`config.mk`:
```
export PLATFORM = sky130hd
export DESIGN_NAME = vfpu_stream_ctrl_fsm
export DESIGN_NICKNAME = d
export VERILOG_FILES = /design/src/rtl/vfpu_stream_ctrl_fsm.sv
export SDC_FILE = /design/constraint.sdc
export NUM_CORES = 1
export LEC_CHECK = 0
export BUFFER_PORTS_ARGS = -buffer_cell sky130_fd_sc_hd__buf_2
export CAP_MARGIN = 40
export CORE_AREA = 2 2 366 368
export DETAILED_ROUTE_END_ITERATION = 12
export DIE_AREA = 0 0 368 370
export HOLD_SLACK_MARGIN = 0.03
export PLACE_DENSITY = 0.41
export SLEW_MARGIN = 5
export SYNTH_ARGS = -nofsm -noshare
export SYNTH_HDL_FRONTEND = slang
export SYNTH_SLANG_ARGS = --single-unit
```
`constraint.sdc`:
```
create_clock -name clk_i -period 4 [get_ports clk_i]
set_clock_uncertainty 0.1 [all_clocks]
set_input_delay 0 -clock clk_i [delete_from_list [all_inputs] [get_ports clk_i]]
set_output_delay 0 -clock clk_i [all_outputs]
set_load 0.01 [all_outputs]
```
`src/rtl/vfpu_stream_ctrl_fsm.sv`:
```
// VFPU stream sequencer: snapshots control registers, kicks the three streamers,
// and signals job completion. Optional busy-cycle counter via VFPU_CTRL_PERF_CNT_EN.
module vfpu_stream_ctrl_fsm #(
   parameter int NB_REGS = 14,
   parameter int OP_W    = 4,
   parameter int CNT_W   = 32
) (
   input  logic                   clk_i,
   input  logic                   rst_ni,
   input  logic                   clear_i,
   input  logic                   start_i,
   input  logic [NB_REGS*32-1:0]  regs_i,
   output logic                   src_a_req_o,
   output logic                   src_b_req_o,
   output logic                   sink_req_o,
   output logic [159:0]           src_a_cfg_o,
   output logic [159:0]           src_b_cfg_o,
   output logic [159:0]           sink_cfg_o,
   output logic [OP_W-1:0]        op_sel_o,
   input  logic                   src_a_done_i,
   input  logic                   src_b_done_i,
   input  logic                   sink_done_i,
   input  logic                   out_beat_i,
   output logic                   busy_o,
   output logic                   done_o,
   output logic                   err_o
`ifdef VFPU_CTRL_PERF_CNT_EN
   ,
   output logic [31:0]            perf_cnt_o
`endif
);

   // state    | meaning
   // IDLE     | waiting for start_i; snapshot taken on accepted start
   // ISSUE    | one-cycle start pulse to all three streamers
   // RUN      | collecting result beats and streamer done flags
   // DONE     | one-cycle completion event to the event unit
   typedef enum logic [1:0] {ST_IDLE, ST_ISSUE, ST_RUN, ST_DONE} state_t;

   localparam int TS_REG = 12;
   localparam int OP_REG = 13;

   state_t state_q, state_d;

   logic [CNT_W-1:0] trans_q, beat_cnt_q, beat_cnt_d, reg_ts;
   logic [2:0]       done_q, done_d, done_in;
   logic             start_acc, active, beat_at_max, beat_inc, err_set;
   logic             unused_reg_bits;

   // Register fields are 16-bit pairs packed high/low; the config bus wants them low/high.
   function automatic logic [159:0] pack_cfg(input logic [31:0] base, input logic [31:0] line,
                                             input logic [31:0] feat, input logic [31:0] loops,
                                             input logic [31:0] ts);
      return {loops[15:0], loops[31:16], feat[15:0], feat[31:16],
              line[15:0], line[31:16], ts, base};
   endfunction

   assign reg_ts          = regs_i[TS_REG*32 +: CNT_W];
   assign unused_reg_bits = ^regs_i[OP_REG*32+OP_W +: 32-OP_W];

   assign start_acc   = (state_q == ST_IDLE) && start_i;
   assign active      = (state_q == ST_ISSUE) || (state_q == ST_RUN);
   assign done_in     = {sink_done_i, src_b_done_i, src_a_done_i};
   assign done_d      = done_q | (done_in & {3{active}});
   assign beat_at_max = (beat_cnt_q == trans_q);
   assign beat_inc    = active && out_beat_i && !beat_at_max;
   assign err_set     = active && out_beat_i && beat_at_max;
   assign beat_cnt_d  = beat_cnt_q + {{(CNT_W-1){1'b0}}, beat_inc};

   always_comb begin
      state_d     = state_q;
      src_a_req_o = 1'b0;
      src_b_req_o = 1'b0;
      sink_req_o  = 1'b0;
      done_o      = 1'b0;
      busy_o      = 1'b1;
      case (state_q)
         ST_IDLE: begin
            busy_o = 1'b0;
            if (start_i) state_d = (reg_ts == '0) ? ST_DONE : ST_ISSUE;
         end
         ST_ISSUE: begin
            src_a_req_o = 1'b1;
            src_b_req_o = 1'b1;
            sink_req_o  = 1'b1;
            state_d     = ST_RUN;
         end
         // Decide on this cycle's updated flags/count so completion costs one cycle.
         ST_RUN: if ((&done_d) && (beat_cnt_d == trans_q)) state_d = ST_DONE;
         ST_DONE: begin
            done_o  = 1'b1;
            state_d = ST_IDLE;
         end
         default: state_d = ST_IDLE;
      endcase
   end

   always_ff @(posedge clk_i or negedge rst_ni) begin
      if (!rst_ni) begin
         state_q     <= ST_IDLE;
         trans_q     <= '0;
         beat_cnt_q  <= '0;
         done_q      <= '0;
         err_o       <= 1'b0;
         src_a_cfg_o <= '0;
         src_b_cfg_o <= '0;
         sink_cfg_o  <= '0;
         op_sel_o    <= '0;
      end else if (clear_i) begin
         state_q    <= ST_IDLE;
         beat_cnt_q <= '0;
         done_q     <= '0;
         err_o      <= 1'b0;
      end else begin
         state_q <= state_d;
         if (start_acc) begin
            trans_q     <= reg_ts;
            beat_cnt_q  <= '0;
            done_q      <= '0;
            err_o       <= 1'b0;
            src_a_cfg_o <= pack_cfg(regs_i[0*32 +: 32], regs_i[1*32 +: 32], regs_i[2*32 +: 32],
                                    regs_i[3*32 +: 32], regs_i[TS_REG*32 +: 32]);
            src_b_cfg_o <= pack_cfg(regs_i[4*32 +: 32], regs_i[5*32 +: 32], regs_i[6*32 +: 32],
                                    regs_i[7*32 +: 32], regs_i[TS_REG*32 +: 32]);
            sink_cfg_o  <= pack_cfg(regs_i[8*32 +: 32], regs_i[9*32 +: 32], regs_i[10*32 +: 32],
                                    regs_i[11*32 +: 32], regs_i[TS_REG*32 +: 32]);
            op_sel_o    <= regs_i[OP_REG*32 +: OP_W];
         end else begin
            beat_cnt_q <= beat_cnt_d;
            done_q     <= done_d;
            if (err_set) err_o <= 1'b1;
         end
      end
   end

`ifdef VFPU_CTRL_PERF_CNT_EN
   logic [31:0] perf_q;

   always_ff @(posedge clk_i or negedge rst_ni) begin
      if (!rst_ni)                                  perf_q <= '0;
      else if (clear_i || start_acc)                perf_q <= '0;
      else if (state_q != ST_IDLE && perf_q != '1)  perf_q <= perf_q + 32'd1;
   end

   assign perf_cnt_o = perf_q;
`endif

endmodule

```
==> results.toml, run 1 <==
[synth]
syn_inst = 1318
synth.yosys.warnings = 0
async_flop_share = 1.00
syn_nets = 1781
synth_seq_area_share = 0.603
synth_edf_count = 0
ys.flop_type = "dfrtp_1"
synth_area_leaders = "dfrtp_1 60%, mux2_2 25%, buf_4 2.7%"
synth_top_area_frac = 0.603
synth.avg_cell_area_sq_um = 14.4
netlist_area_sq_um = 19000
synth_cell_types = 49
ys_seq_elements = 458
synth_top_cell_by_area = "dfrtp_1"

[global_routing]
busiest_layer = "met2"
grt_pass1_wl_microns = 126000
grt.total_usage = 0.124
grt_use_met1 = 0.136
grt-ovfl-total = 0
grt_max_degree = 103
use_met3 = 0.0335
met2_usage = 0.226
antenna_found_initial = 23
grt_pass1_vias = 18700

[detailed_routing]
post_drt_via_cell_ratio = 3.56
vias = 17600
wl_per_cell_microns = 17.7
first_pass_iters = 4
drc_errors = 0
wl_microns = 87500
ant_nets = 0
drt_iter0_markers = 493

[worst_setup_path]
critPathKind = "reg -> reg"
endpoint_kind = "flop"
cpMostUsedCell = "nor4_4"
reg2reg_depth = 16
r2r-start = "beat_cnt_q[22]$_DFF_PN0_"
path_max_fanout = 3
crit_chain = "xnor2_2 -> nand2_1 -> nor4_2 -> nand4_1 -> nor4_4 -> nor2_2 -> ha_4 -> xor2_1 -> a2111oi_2 -> nand4b_1 -> or4_1 -> or4_4 -> nor4_4 -> buf_4 -> o21ai_1 -> o31ai_1"
worstSetupStartpointType = "flop"
regToRegSetupSlack_ns = 0.15
cp.required_ns = 4.44
rr_endpoint = "state_q[1]$_DFFE_PN0P_"
critPathMaxStageDelay_ns = 0.45
worstPathArrival_ns = 4.28
worst_path_max_delay_cell = "or4_4"

[timing]
worst_slew_pin_slew_ns = 0.904
slew_violations = 0
setup_ws_ns = 0.155
hold_violations = 0
fin_hold_ws_ns = 0.0659
relSlewSlack = 0.392
rsz0062_at_grt = "true"
setup_viol = 0
period_share = 0.961
fin_crit_ns = 3.85
max_freq_ghz = 0.260

[cts]
clk_latency_ns = 0.63
cts_tree = "yes"
cts_made_buffers = 60
clockBufferDepth = 3
clkTransAtPathRegs_ns = 0.06
cts_sinks = 458
cts_root_buffer = "clkbuf_16"
h-tree-depth = 2

[die]
num_io_pins = 946
start_util = 0.143
rows = 134
die_width_microns = 368
die_y_microns = 370
dieArea_sq_um = 136000
coreArea_sq_um = 132000

[pwr]
powerDensity_nw_per_um2 = 532
p_leak_nw = 16.7
vdd_ir_drop_max_mv = 0.441

[placement]
pre_cts_ws_ns = -0.549
place_inst = 4003
io_buffers = 917
place_area_sq_um = 26200
globalplace.congestion = 0.770
post-dp-hpwl_microns = 65700

[final_layout]
final_cell_mix = "916 x buf_2, 810 x dlygate4sd3_1, 458 x dfrtp_1, 420 x mux2_2, 122 x buf_4"
fin_area_sq_um = 36500
final_cells = 4937
mostFrequentLayoutCell = "buf_2"
postLayoutCoreUtil = 0.276
drive_above_1_share = 0.506
nets = 3574
syn2layout_area_growth_pct = 92.2

[min_path]
hp-class = "in -> reg"
holdPathEnd = "src_b_cfg_o[95]$_DFFE_PN0P_"
min_path_cells = 3
hp-start = "regs_i[175]"

[outcome]
status = "complete, no violations"

[run]
max_cap_violations = 0
## per-layer routing
| metal | vias to the layer above | share of wire |
|---|---|---|
| li1 | 8206 | - |
| met1 | 8629 | 0.37 |
| met2 | 590 | 0.52 |
| met3 | 143 | 0.067 |
| met4 | 20 | 0.038 |
| met5 | - | 0.0016 |
## final cells by class
cell class | instances | area [sq um]
diodes | 7 | 17.5
clock buffers | 88 | 1760
clock inverters | 25 | 262
fillers | 13900 | 96000
inverters | 10 | 37.5
multi-input cells | 720 | 6880
flip-flops and latches | 458 | 11500
well taps | 1768 | 2210
repair buffers | 1861 | 13900
## sequential cells by signal, indices dropped and copies added (netlist names)
register     count
src_a_cfg_o    160
sink_cfg_o     128
src_b_cfg_o    128
beat_cnt_q      32
op_sel_o         4
done_q           3
state_q          2
err_o            1
## repair_timing
action | in CTS | in global routing
hold buffers | 811 | 0
endpoints found under the setup margin | 2 | 2
pin swaps | 12 | 5
endpoints found under the hold margin | 892 | 0
setup buffers | 2 | 1
gates resized for setup | 14 | 4
## critical path: cells and delay by family, from the launching register on
kind,cells,cell delay (ns)
compound gates,3,0.38
xor+xnor,2,0.37
fa+ha+maj,1,0.23
buf+inv,1,0.15
flops,1,0.40
simple gates,9,2.11
## power breakdown
part / leakage, nW / switching [mW] / internal (mW)
logic: 10.3 / 3.47 / 3.49
registers: 5.45 / 0.802 / 6.11
clock network: 0.991 / 2.25 / 3.29
## how the worst max path moves through the flow
stage                                           start                     end  slack (ns)  cells after the start
after floorplan           src_a_cfg_o[50]$_DFFE_PN0P_  state_q[1]$_DFFE_PN0P_        0.04                     15
after global placement       beat_cnt_q[19]$_DFF_PN0_  state_q[1]$_DFFE_PN0P_       -0.37                     16
after detailed placement  src_a_cfg_o[50]$_DFFE_PN0P_  state_q[0]$_DFFE_PN0P_       -0.55                     16
after CTS                    beat_cnt_q[13]$_DFF_PN0_  state_q[1]$_DFFE_PN0P_        0.04                     15
after global routing         beat_cnt_q[22]$_DFF_PN0_  state_q[1]$_DFFE_PN0P_       -0.17                     17
final                        beat_cnt_q[22]$_DFF_PN0_  state_q[1]$_DFFE_PN0P_        0.15                     16
## stage by stage
stage	power, mW	setup TNS (ns)
2_1_floorplan	9.91	0
3_3_place_gp	13.3	-0.717
3_5_place_dp	13.3	-1.09
4_1_cts	19.8	0
5_1_grt	20.5	-0.321
6_report	19.4	0
## cells in the mapped netlist (2+ instances only)
cell type	instances
buf_2	5
mux2_2	420
nor3_1	11
o22ai_1	3
dfrtp_1	458
or3_2	2
or3_1	3
a211oi_1	2
or4_1	3
nand4b_1	3
xor2_1	39
nand2b_1	3
buf_4	69
clkbuf_1	54
mux2i_1	2
nand4_1	13
nor2b_1	2
o21ai_0	7
nor4_1	13
nor2_1	54
a21oi_1	8
nand4_4	2
nor4_2	2
a22oi_1	3
inv_1	10
buf_1	2
nand2_1	22
nand3_1	20
o31ai_1	3
and2_1	2
o2111ai_1	4
a31oi_1	5
a41o_1	2
and4_1	6
ha_1	7
and3_1	5
xnor2_1	37
## cells by family (layout without fill, tap and decap cells)
group                      Yosys count  after routing  share of synthesized area
and+or+nand+nor                    170            170                     0.0489
DFF                                458            458                      0.603
muxes                              422            422                      0.250
other                                0              7                          0
buffers and inverters              140           1984                     0.0416
AOI/OAI and AO/OA                   45             45                     0.0163
xor gates and xnor gates            76             76                     0.0350
adders and majority gates            7              7                    0.00461
No activity file was read; power rests on OpenSTA's default activity.
==> inputs of run 2 (changes only) <==
==> config.mk (replaced) <==
export PLATFORM = sky130hd
export DESIGN_NAME = vfpu_stream_ctrl_fsm
export DESIGN_NICKNAME = d
export VERILOG_FILES = /design/src/rtl/vfpu_stream_ctrl_fsm.sv
export SDC_FILE = /design/constraint.sdc
export NUM_CORES = 1
export LEC_CHECK = 0
export CAP_MARGIN = 40
export CORE_AREA = 2 2 364 366
export CTS_BUF_LIST = sky130_fd_sc_hd__clkbuf_4 sky130_fd_sc_hd__clkbuf_8 sky130_fd_sc_hd__clkbuf_16
export DETAILED_ROUTE_END_ITERATION = 12
export DIE_AREA = 0 0 366 368
export DONT_BUFFER_PORTS = 1
export HOLD_SLACK_MARGIN = 0.03
export PLACE_DENSITY = 0.35
export SLEW_MARGIN = 5
export SYNTH_ARGS = -nofsm -noshare
export SYNTH_HDL_FRONTEND = slang
export SYNTH_SLANG_ARGS = --single-unit
==> run 2 against run 1 <==
  * Synthesized area unchanged
  * The run now fails in clock tree synthesis
  * Synthesized cell count unchanged
==> results.toml, run 2 <==
[outcome]
status = "did not finish"
lastStage = "clock tree synthesis"
tool.error = "[ERROR RSZ-0060] Max buffer count reached."

[synth]
ys.flop_type = "dfrtp_1"
netlist_area_sq_um = 19000
synth.yosys.warnings = 0
synth_area_leaders = "dfrtp_1 60%, mux2_2 25%, buf_4 2.7%"
synth.avg_cell_area_sq_um = 14.4
synth.cells.most_frequent = "458 x dfrtp_1, 420 x mux2_2, 69 x buf_4, 54 x clkbuf_1, 54 x nor2_1"
synth_cell_types = 49
syn_nets = 1781
synth_seq_area_share = 0.603
async_flop_share = 1.00
synth_top_area_frac = 0.603
synth_most_common_cell = "dfrtp_1"
syn_inst = 1318
ys_seq_elements = 458
synth_edf_count = 0
synth_top_cell_by_area = "dfrtp_1"

[placement]
pre_cts_ws_ns = -0.513
globalplace.congestion = 0.802
post-dp-hpwl_microns = 61100
io_buffers = 0

[cts]
post_cts_resized = 9
cts_sinks = 458
post_cts_buffers = 1
h-tree-depth = 2
cts_made_buffers = 59
holdBufCountCts = 634
clockBufferDepth = 3
cts_root_buffer = "clkbuf_16"

[die]
die_width_microns = 366
rows = 133
die_y_microns = 368
start_util = 0.145
num_io_pins = 946
==> run 2: logic make-up after synthesis <==
logic type / after synthesis / synth area share
DFF: 458 / 0.603
muxes: 422 / 0.250
and+or+nand+nor: 170 / 0.0489
buffers and inverters: 140 / 0.0416
xor gates and xnor gates: 76 / 0.0350
AOI/OAI and AO/OA: 45 / 0.0163
adders and majority gates: 7 / 0.00461
==> run 2: per-stage QoR <==
| stage | instance area (sq um) | utilization | instances | setup TNS [ns] |
|---|---|---|---|---|
| 3_5_place_dp | 21400 | 0.164 | 3056 | -0.988 |
| 2_1_floorplan | 19000 | - | 1318 | 0 |
| 3_3_place_gp | 21400 | 0.163 | 3055 | -0.807 |
==> inputs of run 3 (changes only) <==
--- a/config.mk
+++ b/config.mk
@@ -7,12 +7,10 @@
 export LEC_CHECK = 0
 export CAP_MARGIN = 40
 export CORE_AREA = 2 2 364 366
-export CTS_BUF_LIST = sky130_fd_sc_hd__clkbuf_4 sky130_fd_sc_hd__clkbuf_8 sky130_fd_sc_hd__clkbuf_16
 export DETAILED_ROUTE_END_ITERATION = 12
 export DIE_AREA = 0 0 366 368
 export DONT_BUFFER_PORTS = 1
-export HOLD_SLACK_MARGIN = 0.03
-export PLACE_DENSITY = 0.35
+export PLACE_DENSITY_LB_ADDON = 0.15
 export SLEW_MARGIN = 5
 export SYNTH_ARGS = -nofsm -noshare
 export SYNTH_HDL_FRONTEND = slang
==> constraint.sdc (replaced) <==
create_clock -name clk_i -period 5.2 [get_ports clk_i]
set_clock_uncertainty 0.1 [all_clocks]
set_input_delay 0 -clock clk_i [delete_from_list [all_inputs] [get_ports clk_i]]
set_output_delay 0 -clock clk_i [all_outputs]
set_load 0.01 [all_outputs]
==> run 3 against run 2 <==
  * The run again fails in clock tree synthesis
  * Synthesized cell count unchanged
  * Synthesized area did not move
==> results.toml, run 3 <==
[placement]
place_inst = 2990
place_area_sq_um = 20900
globalplace.congestion = 0.787
io_buffers = 0
post-dp-hpwl_microns = 55500

[die]
rows = 133
die_y_microns = 368
num_io_pins = 946
die_width_microns = 366
start_util = 0.145

[synth]
synth_seq_area_share = 0.603
synth-compound-area-share = 0.0163
ys.flop_type = "dfrtp_1"
synth_area_leaders = "dfrtp_1 60%, mux2_2 25%, buf_4 2.7%"
async_flop_share = 1.00
synth_most_common_cell = "dfrtp_1"
synthSimpleGateAreaFrac = 0.0489
synth_xor_area_frac = 0.0350
synth_top_family_by_area = "multiplexers"
syn_nets = 1781
synth.yosys.warnings = 0
synth.avg_cell_area_sq_um = 14.4
synthAdderAreaFrac = 0.00461
synth_top_area_frac = 0.603
synth_edf_count = 0
synth.cells.most_frequent = "458 x dfrtp_1, 420 x mux2_2, 69 x buf_4, 54 x clkbuf_1, 54 x nor2_1"
synth_cell_types = 49
syn_inst = 1318
ys_seq_elements = 458
netlist_area_sq_um = 19000
synth_top_cell_by_area = "dfrtp_1"
synthMuxAreaShare = 0.250

[cts]
post_cts_buffers = 0
holdBufCountCts = 621
h-tree-depth = 2
cts_sinks = 458
cts_made_buffers = 60
post_cts_resized = 0
clockBufferDepth = 3
cts_root_buffer = "clkbuf_16"

[outcome]
status = "did not finish"
lastStage = "clock tree synthesis"
tool.error = "[ERROR RSZ-0060] Max buffer count reached."
run 3: cells by family after synthesis:
family,count (synthesis)
DFF,458
muxes,422
and+or+nand+nor,170
buffers and inverters,140
xor gates and xnor gates,76
AOI/OAI and AO/OA,45
adders and majority gates,7
run 3: metrics by stage:
stage                util  setup slack, ns
detailed placement  0.160            0.339
floorplan               -             1.05
global placement    0.159            0.315
